File: src/rtl/core_dbg_apb_master_if.sv
// Bundle of debug request/response handshake and APB master bus signals.
// The master modport is the bridge's view; the slave modport is the far side.
interface core_dbg_apb_master_if #(
    parameter int unsigned APB_ADDR_WIDTH  = 5,
    parameter int unsigned APB_WDATA_WIDTH = 32,
    parameter int unsigned APB_RDATA_WIDTH = 32
);
    logic                       req_valid;
    logic                       req_ready;
    logic                       req_wr_rd;
    logic [APB_ADDR_WIDTH-1:0]  req_addr;
    logic [APB_WDATA_WIDTH-1:0] req_wdata;
    logic [3:0]                 req_wstrobe;
    logic                       rsp_valid;
    logic [APB_RDATA_WIDTH-1:0] rsp_rdata;
    logic                       rsp_err;
    logic [APB_ADDR_WIDTH-1:0]  addr;
    logic                       sel;
    logic                       enable;
    logic                       wr_rd;
    logic [APB_WDATA_WIDTH-1:0] wdata;
    logic [3:0]                 wstrobe;
    logic                       ready;
    logic [APB_RDATA_WIDTH-1:0] rdata;

    modport master (
        input  req_valid, req_wr_rd, req_addr, req_wdata, req_wstrobe, ready, rdata,
        output req_ready, rsp_valid, rsp_rdata, rsp_err,
               addr, sel, enable, wr_rd, wdata, wstrobe
    );

    modport slave (
        output req_valid, req_wr_rd, req_addr, req_wdata, req_wstrobe, ready, rdata,
        input  req_ready, rsp_valid, rsp_rdata, rsp_err,
               addr, sel, enable, wr_rd, wdata, wstrobe
    );
endinterface

File: src/rtl/core_dbg_apb_master.sv
// Debug-request to APB master bridge: one transfer at a time, IDLE/SETUP/ACCESS/RESP,
// with an ACCESS-phase timeout that aborts a stuck slave and flags rsp_err.
module core_dbg_apb_master #(
    parameter int unsigned APB_ADDR_WIDTH  = 5,
    parameter int unsigned APB_WDATA_WIDTH = 32,
    parameter int unsigned APB_RDATA_WIDTH = 32,
    parameter int unsigned TIMEOUT_CYCLES  = 16
) (
    input logic                   clk,
    input logic                   rst_n,
    core_dbg_apb_master_if.master bus
);
    localparam int unsigned AW    = APB_ADDR_WIDTH;
    localparam int unsigned WW    = APB_WDATA_WIDTH;
    localparam int unsigned RW    = APB_RDATA_WIDTH;
    localparam int unsigned CNT_W = 8;
    localparam logic [CNT_W-1:0] CNT_LAST = CNT_W'(TIMEOUT_CYCLES - 1);

    typedef enum logic [1:0] {
        ST_IDLE   = 2'd0,
        ST_SETUP  = 2'd1,
        ST_ACCESS = 2'd2,
        ST_RESP   = 2'd3
    } state_e;

    state_e          state_q,     state_d;
    logic [CNT_W-1:0] cnt_q,      cnt_d;
    logic            sel_q,       sel_d;
    logic            enable_q,    enable_d;
    logic            wr_rd_q,     wr_rd_d;
    logic [AW-1:0]   addr_q,      addr_d;
    logic [WW-1:0]   wdata_q,     wdata_d;
    logic [3:0]      wstrobe_q,   wstrobe_d;
    logic            req_ready_q, req_ready_d;
    logic            rsp_valid_q, rsp_valid_d;
    logic [RW-1:0]   rsp_rdata_q, rsp_rdata_d;
    logic            rsp_err_q,   rsp_err_d;

    // Next-state and registered-output logic; everything holds unless a transition says otherwise.
    always_comb begin
        state_d     = state_q;
        cnt_d       = cnt_q;
        sel_d       = sel_q;
        enable_d    = enable_q;
        wr_rd_d     = wr_rd_q;
        addr_d      = addr_q;
        wdata_d     = wdata_q;
        wstrobe_d   = wstrobe_q;
        req_ready_d = req_ready_q;
        rsp_valid_d = 1'b0;
        rsp_rdata_d = rsp_rdata_q;
        rsp_err_d   = rsp_err_q;

        unique case (state_q)
            ST_IDLE: begin
                if (bus.req_valid) begin
                    wr_rd_d     = bus.req_wr_rd;
                    addr_d      = bus.req_addr;
                    wdata_d     = bus.req_wdata;
                    wstrobe_d   = bus.req_wr_rd ? bus.req_wstrobe : 4'h0;
                    sel_d       = 1'b1;
                    req_ready_d = 1'b0;
                    state_d     = ST_SETUP;
                end
            end
            ST_SETUP: begin
                enable_d = 1'b1;
                cnt_d    = '0;
                state_d  = ST_ACCESS;
            end
            ST_ACCESS: begin
                // A ready on the terminal-count edge still completes normally.
                if (bus.ready) begin
                    sel_d       = 1'b0;
                    enable_d    = 1'b0;
                    rsp_valid_d = 1'b1;
                    rsp_err_d   = 1'b0;
                    rsp_rdata_d = wr_rd_q ? '0 : bus.rdata;
                    state_d     = ST_RESP;
                end else if (cnt_q == CNT_LAST) begin
                    sel_d       = 1'b0;
                    enable_d    = 1'b0;
                    rsp_valid_d = 1'b1;
                    rsp_err_d   = 1'b1;
                    rsp_rdata_d = '0;
                    state_d     = ST_RESP;
                end else begin
                    cnt_d = cnt_q + CNT_W'(1);
                end
            end
            ST_RESP: begin
                req_ready_d = 1'b1;
                state_d     = ST_IDLE;
            end
            default: state_d = ST_IDLE;
        endcase
    end

    always_ff @(posedge clk or negedge rst_n) begin
        if (!rst_n) begin
            state_q     <= ST_IDLE;
            cnt_q       <= '0;
            sel_q       <= 1'b0;
            enable_q    <= 1'b0;
            wr_rd_q     <= 1'b0;
            addr_q      <= '0;
            wdata_q     <= '0;
            wstrobe_q   <= 4'h0;
            req_ready_q <= 1'b1;
            rsp_valid_q <= 1'b0;
            rsp_rdata_q <= '0;
            rsp_err_q   <= 1'b0;
        end else begin
            state_q     <= state_d;
            cnt_q       <= cnt_d;
            sel_q       <= sel_d;
            enable_q    <= enable_d;
            wr_rd_q     <= wr_rd_d;
            addr_q      <= addr_d;
            wdata_q     <= wdata_d;
            wstrobe_q   <= wstrobe_d;
            req_ready_q <= req_ready_d;
            rsp_valid_q <= rsp_valid_d;
            rsp_rdata_q <= rsp_rdata_d;
            rsp_err_q   <= rsp_err_d;
        end
    end

    assign bus.req_ready = req_ready_q;
    assign bus.rsp_valid = rsp_valid_q;
    assign bus.rsp_rdata = rsp_rdata_q;
    assign bus.rsp_err   = rsp_err_q;
    assign bus.addr      = addr_q;
    assign bus.sel       = sel_q;
    assign bus.enable    = enable_q;
    assign bus.wr_rd     = wr_rd_q;
    assign bus.wdata     = wdata_q;
    assign bus.wstrobe   = wstrobe_q;
endmodule
File: src/flat_wrapper.sv
// flat-port wrapper written by rule: the top's interface ports become plain ports
module core_dbg_apb_master_flat 
#(
    parameter int unsigned APB_ADDR_WIDTH  = 5,
    parameter int unsigned APB_WDATA_WIDTH = 32,
    parameter int unsigned APB_RDATA_WIDTH = 32,
    parameter int unsigned TIMEOUT_CYCLES  = 16
)
  (clk, rst_n, bus_req_valid, bus_req_wr_rd, bus_req_addr, bus_req_wdata, bus_req_wstrobe, bus_ready, bus_rdata, bus_req_ready, bus_rsp_valid, bus_rsp_rdata, bus_rsp_err, bus_addr, bus_sel, bus_enable, bus_wr_rd, bus_wdata, bus_wstrobe);
  core_dbg_apb_master_if #(.APB_ADDR_WIDTH(APB_ADDR_WIDTH), .APB_WDATA_WIDTH(APB_WDATA_WIDTH), .APB_RDATA_WIDTH(APB_RDATA_WIDTH)) bus_i ();
  input logic clk;
  input logic rst_n;
  input wire logic [$bits(bus_i.req_valid)-1:0] bus_req_valid;
  input wire logic [$bits(bus_i.req_wr_rd)-1:0] bus_req_wr_rd;
  input wire logic [$bits(bus_i.req_addr)-1:0] bus_req_addr;
  input wire logic [$bits(bus_i.req_wdata)-1:0] bus_req_wdata;
  input wire logic [$bits(bus_i.req_wstrobe)-1:0] bus_req_wstrobe;
  input wire logic [$bits(bus_i.ready)-1:0] bus_ready;
  input wire logic [$bits(bus_i.rdata)-1:0] bus_rdata;
  output wire logic [$bits(bus_i.req_ready)-1:0] bus_req_ready;
  output wire logic [$bits(bus_i.rsp_valid)-1:0] bus_rsp_valid;
  output wire logic [$bits(bus_i.rsp_rdata)-1:0] bus_rsp_rdata;
  output wire logic [$bits(bus_i.rsp_err)-1:0] bus_rsp_err;
  output wire logic [$bits(bus_i.addr)-1:0] bus_addr;
  output wire logic [$bits(bus_i.sel)-1:0] bus_sel;
  output wire logic [$bits(bus_i.enable)-1:0] bus_enable;
  output wire logic [$bits(bus_i.wr_rd)-1:0] bus_wr_rd;
  output wire logic [$bits(bus_i.wdata)-1:0] bus_wdata;
  output wire logic [$bits(bus_i.wstrobe)-1:0] bus_wstrobe;
  assign bus_i.req_valid = bus_req_valid;
  assign bus_i.req_wr_rd = bus_req_wr_rd;
  assign bus_i.req_addr = bus_req_addr;
  assign bus_i.req_wdata = bus_req_wdata;
  assign bus_i.req_wstrobe = bus_req_wstrobe;
  assign bus_i.ready = bus_ready;
  assign bus_i.rdata = bus_rdata;
  assign bus_req_ready = bus_i.req_ready;
  assign bus_rsp_valid = bus_i.rsp_valid;
  assign bus_rsp_rdata = bus_i.rsp_rdata;
  assign bus_rsp_err = bus_i.rsp_err;
  assign bus_addr = bus_i.addr;
  assign bus_sel = bus_i.sel;
  assign bus_enable = bus_i.enable;
  assign bus_wr_rd = bus_i.wr_rd;
  assign bus_wdata = bus_i.wdata;
  assign bus_wstrobe = bus_i.wstrobe;
  core_dbg_apb_master #(.APB_ADDR_WIDTH(APB_ADDR_WIDTH), .APB_WDATA_WIDTH(APB_WDATA_WIDTH), .APB_RDATA_WIDTH(APB_RDATA_WIDTH), .TIMEOUT_CYCLES(TIMEOUT_CYCLES)) u_core (.clk(clk), .rst_n(rst_n), .bus(bus_i));
endmodule
File: config.mk
export PLATFORM = sky130hd
export DESIGN_NAME = core_dbg_apb_master_flat
export DESIGN_NICKNAME = d
export VERILOG_FILES = /design/src/rtl/core_dbg_apb_master_if.sv /design/src/rtl/core_dbg_apb_master.sv /design/src/flat_wrapper.sv
export SDC_FILE = /design/constraint.sdc
export NUM_CORES = 1
export LEC_CHECK = 0
export CORE_AREA = 2 2 104 106
export CTS_CLUSTER_SIZE = 40
export DETAILED_ROUTE_END_ITERATION = 16
export DIE_AREA = 0 0 106 108
export PLACE_DENSITY_LB_ADDON = 0.12
export SLEW_MARGIN = 20
export SYNTH_ARGS = -nofsm -noshare
export SYNTH_HDL_FRONTEND = slang
export SYNTH_SLANG_ARGS = --single-unit
File: constraint.sdc
create_clock -name clk -period 2.53 [get_ports clk]
set_input_delay 0.253 -clock clk [delete_from_list [all_inputs] [get_ports clk]]
set_output_delay 0.253 -clock clk [all_outputs]
set_load 0.01 [all_outputs]
# Word level (Yosys, flattened, before mapping)

Index checks and enable logic that the tools add are counted.

Bits in registers: 89
Bits of input ports: 78
Output and inout port bits: 79
Word-level logic and storage cells: 56

Add/subtract/negate cells: 1
Equality and inequality tests: 8
Muxes and demuxes: 23
Reduce and logical (&&, ||, !) cells: 12

Operators by type and width:

| operator                                            | count |
|---|---|
| two-way mux 32 bit                                  | 3 |
| two-way mux 8 bit                                   | 2 |
| one-hot mux 8 bit (2 select lines)                  | 1 |
| AND reduction 2 bit                                 | 5 |
| two-way mux 1 bit                                   | 9 |
| adder 8 x 1 -> 8 bit, second input constant         | 1 |
| equality test 8 x 4 -> 1 bit, second input constant | 1 |
| one-hot mux 2 bit (4 select lines)                  | 1 |
| nonzero test 2 bit                                  | 4 |
| two-way mux 2 bit                                   | 3 |
| != test 2 bit, second input constant                | 3 |
| one-hot mux 1 bit (2 select lines)                  | 3 |
| AND reduction 3 bit                                 | 2 |
| equality test 2 bit, second input constant          | 2 |
| two-way mux 4 bit                                   | 1 |
| != test 3 x 2 -> 1 bit, second input constant       | 1 |
| equality test 2 x 1 -> 1 bit, second input constant | 1 |
| logical NOT 2 bit                                   | 1 |

# Logic depth before layout (Yosys ltp)

Depth after elaboration: 4
Mapped depth: 6
Mapped depth without buffers: 5

# Worst setup path after synthesis

No wires, ideal clock.

Path kind: register to register
Start point: register u_core.cnt_q[0]
End point: register u_core.cnt_q[5]
Library setup time: 124 ps
Arrival: 1700 ps
Data required time: 2406 ps
Slack: 706 ps
Cell stages (with the launch flop): 6
Path buffers: 0
Clock period less this slack: 1824 ps
Cell sequence: dfrtp_1 > ha_1 > and3_2 > a21o_4 > o311a_2 > a211o_1

Longest elaborated chain between the ends: 4
Elaborated cells between the ends (all ways): 7
Classes of those cells: add/sub (1); eq/ne (2); mux (3); reduce/logical (1)

RTL lines:

| element                            | RTL line                   | RTL |
|---|---|---|
| from (decl)                        | core_dbg_apb_master.sv:27  | `logic [CNT_W-1:0] cnt_q, cnt_d;` |
| from (signal assigned)             | core_dbg_apb_master.sv:115 | `cnt_q <= cnt_d;` |
| adder 8 x 1 -> 8 bit               | core_dbg_apb_master.sv:88  | `cnt_d = cnt_q + CNT_W'(1);` |
| two-way mux 8 bit                  | core_dbg_apb_master.sv:80  | `end else if (cnt_q == CNT_LAST) begin` |
| two-way mux 8 bit                  | core_dbg_apb_master.sv:73  | `if (bus.ready) begin` |
| one-hot mux 8 bit (2 select lines) | core_dbg_apb_master.sv:54  | `unique case (state_q)` |

Several ways; a longest one is shown, not always the timed one. The select of a mux whose other input is x is not followed.
A chain may end at the register's enable or synchronous reset.

# Worst setup path in the final report

Ends and elaborated chain as after synthesis.

==> results.md <==
CTS:
- The register clock-pin slew on the reported worst setup and hold paths is ~0.09 ns.
- Gates resized during post-CTS repair numbered 0.
- The level count of the clock H-tree is 3.
- Buffers inserted during clock tree synthesis total 9.
- The maximum buffer depth of the clock tree is 2.
- The number of post-CTS setup repair buffers is 0.
- TritonCTS built the clock tree.
- The clock tree root driver cell is sky130_fd_sc_hd__clkbuf_8.
- The CTS sink count is 89.
- The worst-skew pair later-pin latency is between 0.3 and 0.4 ns.

Timing:
- For the final routed database, the setup TNS stands at 0 ns.
- The final hold violation count is 0.
- Setup repair after global routing left no endpoint under its margin.
- The maximum clock frequency is about 0.52 GHz.
- The final-report max-slew violation count was 0.
- Setup violations remaining at the end of the flow were counted as 0.
- The share of the clock period used by the worst path after layout is between 70% and 80%.
- The actual transition at the worst max-transition pin is roughly 0.46 ns.
- The clock period could shrink to ~1.9 ns.
- The setup skew after layout is 0.0150 ns.
- Headroom to the max-slew limit came out at 69.1%.

Pwr:
- The total internal power is around 4.5 mW.
- The reported net switching power is 2.03 mW.
- The proportion of power drawn by flip-flops and latches is between 30% and 40%.
- The leakage dissipation is ~2.4 nW.
- The power share of the combinational group is between 40% and 50%.
- IR analysis of the VDD net gives a maximum drop of 506 uV.
- Per report_power, the clock group accounts for around 18% of the total.
- In this run switching power makes up between 30% and 40% of total power.
- The power density normalized to cell area is approximately 1200 nW/um2.

Synth:
- The leading register cell type out of synthesis is sky130_fd_sc_hd__dfrtp_1.
- The cell count after synthesis is between 200 and 300.
- The count of distinct cell types in the synthesized netlist is 38.
- Synthesis inferred slightly below 90 register bits.
- By area the synthesized netlist is led by sky130_fd_sc_hd__dfrtp_1, sky130_fd_sc_hd__mux2_2, sky130_fd_sc_hd__a22o_1.
- The number of nets handed over by synthesis was about 340.
- The share of Yosys cell area claimed by the top area cell type is between 60% and 70%.
- The cell taking the most area after synthesis is sky130_fd_sc_hd__dfrtp_1.
- Yosys printed 0 warnings.
- The mean instance size in the synthesized netlist is 13.9 um2.
- For this run, asynchronously set or reset flops after synthesis account for 100%.
- Of the synthesized area, sequential elements account for around 62%.
- In this run, synthesis inferred 0 flip-flops with an integrated enable.
- The synthesized cell area is ~3600 um2.

Detailed routing:
- After detailed routing, the number of vias per cell comes to ~4.8.
- After detailed routing, the total wire length is roughly 8900 um.
- The number of iterations in the first detailed-routing pass is 4.
- The initial DRC count is 108.
- The number of nets still failing antenna checks after routing is 0.
- Dividing the detail-routed wire length by the instance count gives 15.9 um.
- The DRC violation count after routing is 0.
- For this block, the via count after detailed routing is between 2,000 and 3,000.

Placed design:
- Input and output buffers added on the ports amount to between 150 and 200.
- The HPWL reported at the end of detailed placement is 6350 um.
- At the end of routability-driven placement, the weighted congestion stood at between 0.7 and 0.8.
- The post-placement cell area is 5310 um2.

Finish:
- The number of fill cells is slightly below 900.
- The share of cells above drive strength 1 is 17.0%.
- The growth of design area from synthesis to finish is 55.5%.
- The final-stage net count is approximately 500.
- The count of antenna diodes in the layout is 0.
- The final non-filler cell area is about 5500 um2.

GRT:
- Global routing used between 10% and 20% of the available tracks across all layers.
- The initial antenna violation count is 0.
- For met3 alone, demand over resource in global routing was 4.46%.
- The number of global-route vias before repair is around 2,800.
- The first global-routing pass estimated ~14,000 um of wire.
- Global routing finished with a remaining overflow of 0.
- The global-route met2 utilization is between 20% and 30%.
- The busiest layer in global routing is met2.
- Entering global routing, the biggest net connects 58 pins.
- For met1 alone, demand over resource in global routing was 21.0%.

Die:
- The number of placement rows is 37.
- The vertical die dimension is ~110 um.
- The die outline area is roughly 11,000 um2.
- In this run the standard cell core region covers 10,200 um2.
- The number of ports placed on the die boundary is approximately 160.
- The die width is around 110 um.
- The initial core utilization is about a third.

Critical path:
- STA classifies the critical path startpoint as a register.
- For this run, the slowest stage of the critical path takes roughly 0.43 ns.
- The cell type of the slowest stage on the worst timing path is sky130_fd_sc_hd__dfrtp_1.
- The data required time at the worst endpoint is between 2 and 3 ns.
- The largest fanout on the critical path is 7.
- The flop-to-flop setup slack is 0.62 ns.
- At the worst endpoint, the arrival time is about 2.2 ns.
- The cell family with the largest share of critical-path delay is compound AO/OA/AOI/OAI gates.
- Walking the worst path, the cells encountered are ha_1, and3_2, a21o_4, o311a_2, a211o_1.
- The combined buffer and inverter count along the critical path is 0.
- The sort of element at the end of the critical path is a register.
- The critical path in this run is classified as reg2reg.

Hold path:
- The min-delay analysis places its worst path in the category in2async.

Flow run:
- Across the run, the number of max-cap violations was 0.

Status:
- The flow ran to the end, and the final reports show no timing, DRC or antenna violations.
per-stage QoR:
step	power, mW	hold slack [ns]	instances	setup WS [ns]	util [%]
4_1_cts	6.61	0.390	559	0.625	54.2
3_3_place_gp	5.37	0.236	543	0.549	51.9
3_5_place_dp	5.43	0.236	543	0.520	51.9
2_1_floorplan	3.76	-0.0426	257	0.706	-
6_report	6.51	0.387	559	0.621	54.2
5_1_grt	6.95	0.417	559	0.546	54.2
registers in the layout (all words and copies together) (netlist names):
signal	flops
u_core.bus.enable	1
u_core.state_q	2
u_core.bus.wstrobe	4
u_core.bus.rsp_rdata	32
u_core.bus.rsp_valid	1
u_core.bus.wdata	32
u_core.bus.sel	1
u_core.cnt_q	8
u_core.bus.rsp_err	1
u_core.bus.req_ready	1
u_core.bus.addr	5
u_core.bus.wr_rd	1
cell usage in the layout, fill, tap and decap left out, types with 2 or more instances in the layout:
cell type,n
sky130_fd_sc_hd__dfrtp_1,88
sky130_fd_sc_hd__o21ai_0,8
sky130_fd_sc_hd__bufinv_16,3
sky130_fd_sc_hd__nand2_1,17
sky130_fd_sc_hd__a211o_1,2
sky130_fd_sc_hd__mux2_2,38
sky130_fd_sc_hd__o211ai_1,2
sky130_fd_sc_hd__nand2b_1,2
sky130_fd_sc_hd__buf_12,2
sky130_fd_sc_hd__a21o_1,7
sky130_fd_sc_hd__and4b_1,5
sky130_fd_sc_hd__nor3_1,3
sky130_fd_sc_hd__a21oi_1,5
sky130_fd_sc_hd__a22o_1,28
sky130_fd_sc_hd__clkdlybuf4s50_1,155
sky130_fd_sc_hd__nand4_1,3
sky130_fd_sc_hd__clkinvlp_4,2
sky130_fd_sc_hd__clkbuf_8,9
sky130_fd_sc_hd__o31ai_1,2
sky130_fd_sc_hd__nand3_1,4
sky130_fd_sc_hd__ha_1,4
sky130_fd_sc_hd__inv_1,5
sky130_fd_sc_hd__mux2i_1,2
sky130_fd_sc_hd__buf_4,6
area by class of cell:
type,instances,area [um2],share of cell area (%)
flip-flops and latches,89,2230,40.2
clock buffers,10,128,2.30
inverters,5,18.8,0.338
well taps,136,170,3.07
clock inverters,5,105,1.89
multi-input cells,150,1250,22.6
repair buffers,164,1650,29.7
cells in the mapped netlist (2+ instances only):
cell and number:
sky130_fd_sc_hd__a21oi_1 5, sky130_fd_sc_hd__nand2b_1 2, sky130_fd_sc_hd__and4b_1 5, sky130_fd_sc_hd__nand3_1 4, sky130_fd_sc_hd__clkbuf_1 7, sky130_fd_sc_hd__dfrtp_1 88
sky130_fd_sc_hd__inv_1 5, sky130_fd_sc_hd__o211ai_1 2, sky130_fd_sc_hd__o31ai_1 2, sky130_fd_sc_hd__nor3_1 3, sky130_fd_sc_hd__ha_1 4, sky130_fd_sc_hd__a22o_1 28
sky130_fd_sc_hd__nand4_1 3, sky130_fd_sc_hd__a211o_1 2, sky130_fd_sc_hd__mux2_2 38, sky130_fd_sc_hd__mux2i_1 2, sky130_fd_sc_hd__nand2_1 18, sky130_fd_sc_hd__o21ai_0 8
sky130_fd_sc_hd__buf_6 3, sky130_fd_sc_hd__a21o_1 7, sky130_fd_sc_hd__nor2_1 2, sky130_fd_sc_hd__buf_2 3
metal layers:
layer  vias to the layer above  wire length (um)  part of all wire [%]
met5                         -                 0                     0
met4                         0               166                   1.9
met3                        14               564                   6.3
li1                       1273                 -                     -
met1                      1293              4170                    47
met2                       106              3990                    45
logic make-up after synthesis:
group           Yosys count  share of synthesized area (%)
compound gates           60                           13.1
fa+ha+maj                 4                           1.40
buf+inv                  18                           2.63
flops                    89                           62.4
mux                      40                           12.5
simple gates             46                           7.85
timing repair:
item	in CTS	in global routing
hold buffers	1	0
hold endpoints to repair	31	0
endpoints found under the setup margin	0	0
power groups by stage:
stage                     sequential [mW]  clock (mW)  combinational [mW]
after floorplan                      2.69           0                1.07
after global placement               2.40           0                2.98
after detailed placement             2.42           0                3.01
after CTS                            2.40        1.19                3.02
after global routing                 2.48        1.26                3.21
final                                2.39        1.15                2.97
worst paths after layout:
kind	start	to	cells past startpoint
max in group asynchronous	rst_n	u_core.bus.rsp_rdata[28]	3
setup / recovery	u_core.cnt_q[0]	u_core.cnt_q[5]	5
hold / removal	rst_n	u_core.bus.rsp_rdata[31]	2
min in group clk	bus_req_wstrobe[3]	u_core.bus.wstrobe[3]	3
setup reg to reg	u_core.cnt_q[0]	u_core.cnt_q[5]	5
hold reg to reg	u_core.bus.rsp_rdata[22]	u_core.bus.rsp_rdata[22]	1
(Power assumes the default switching activity.)
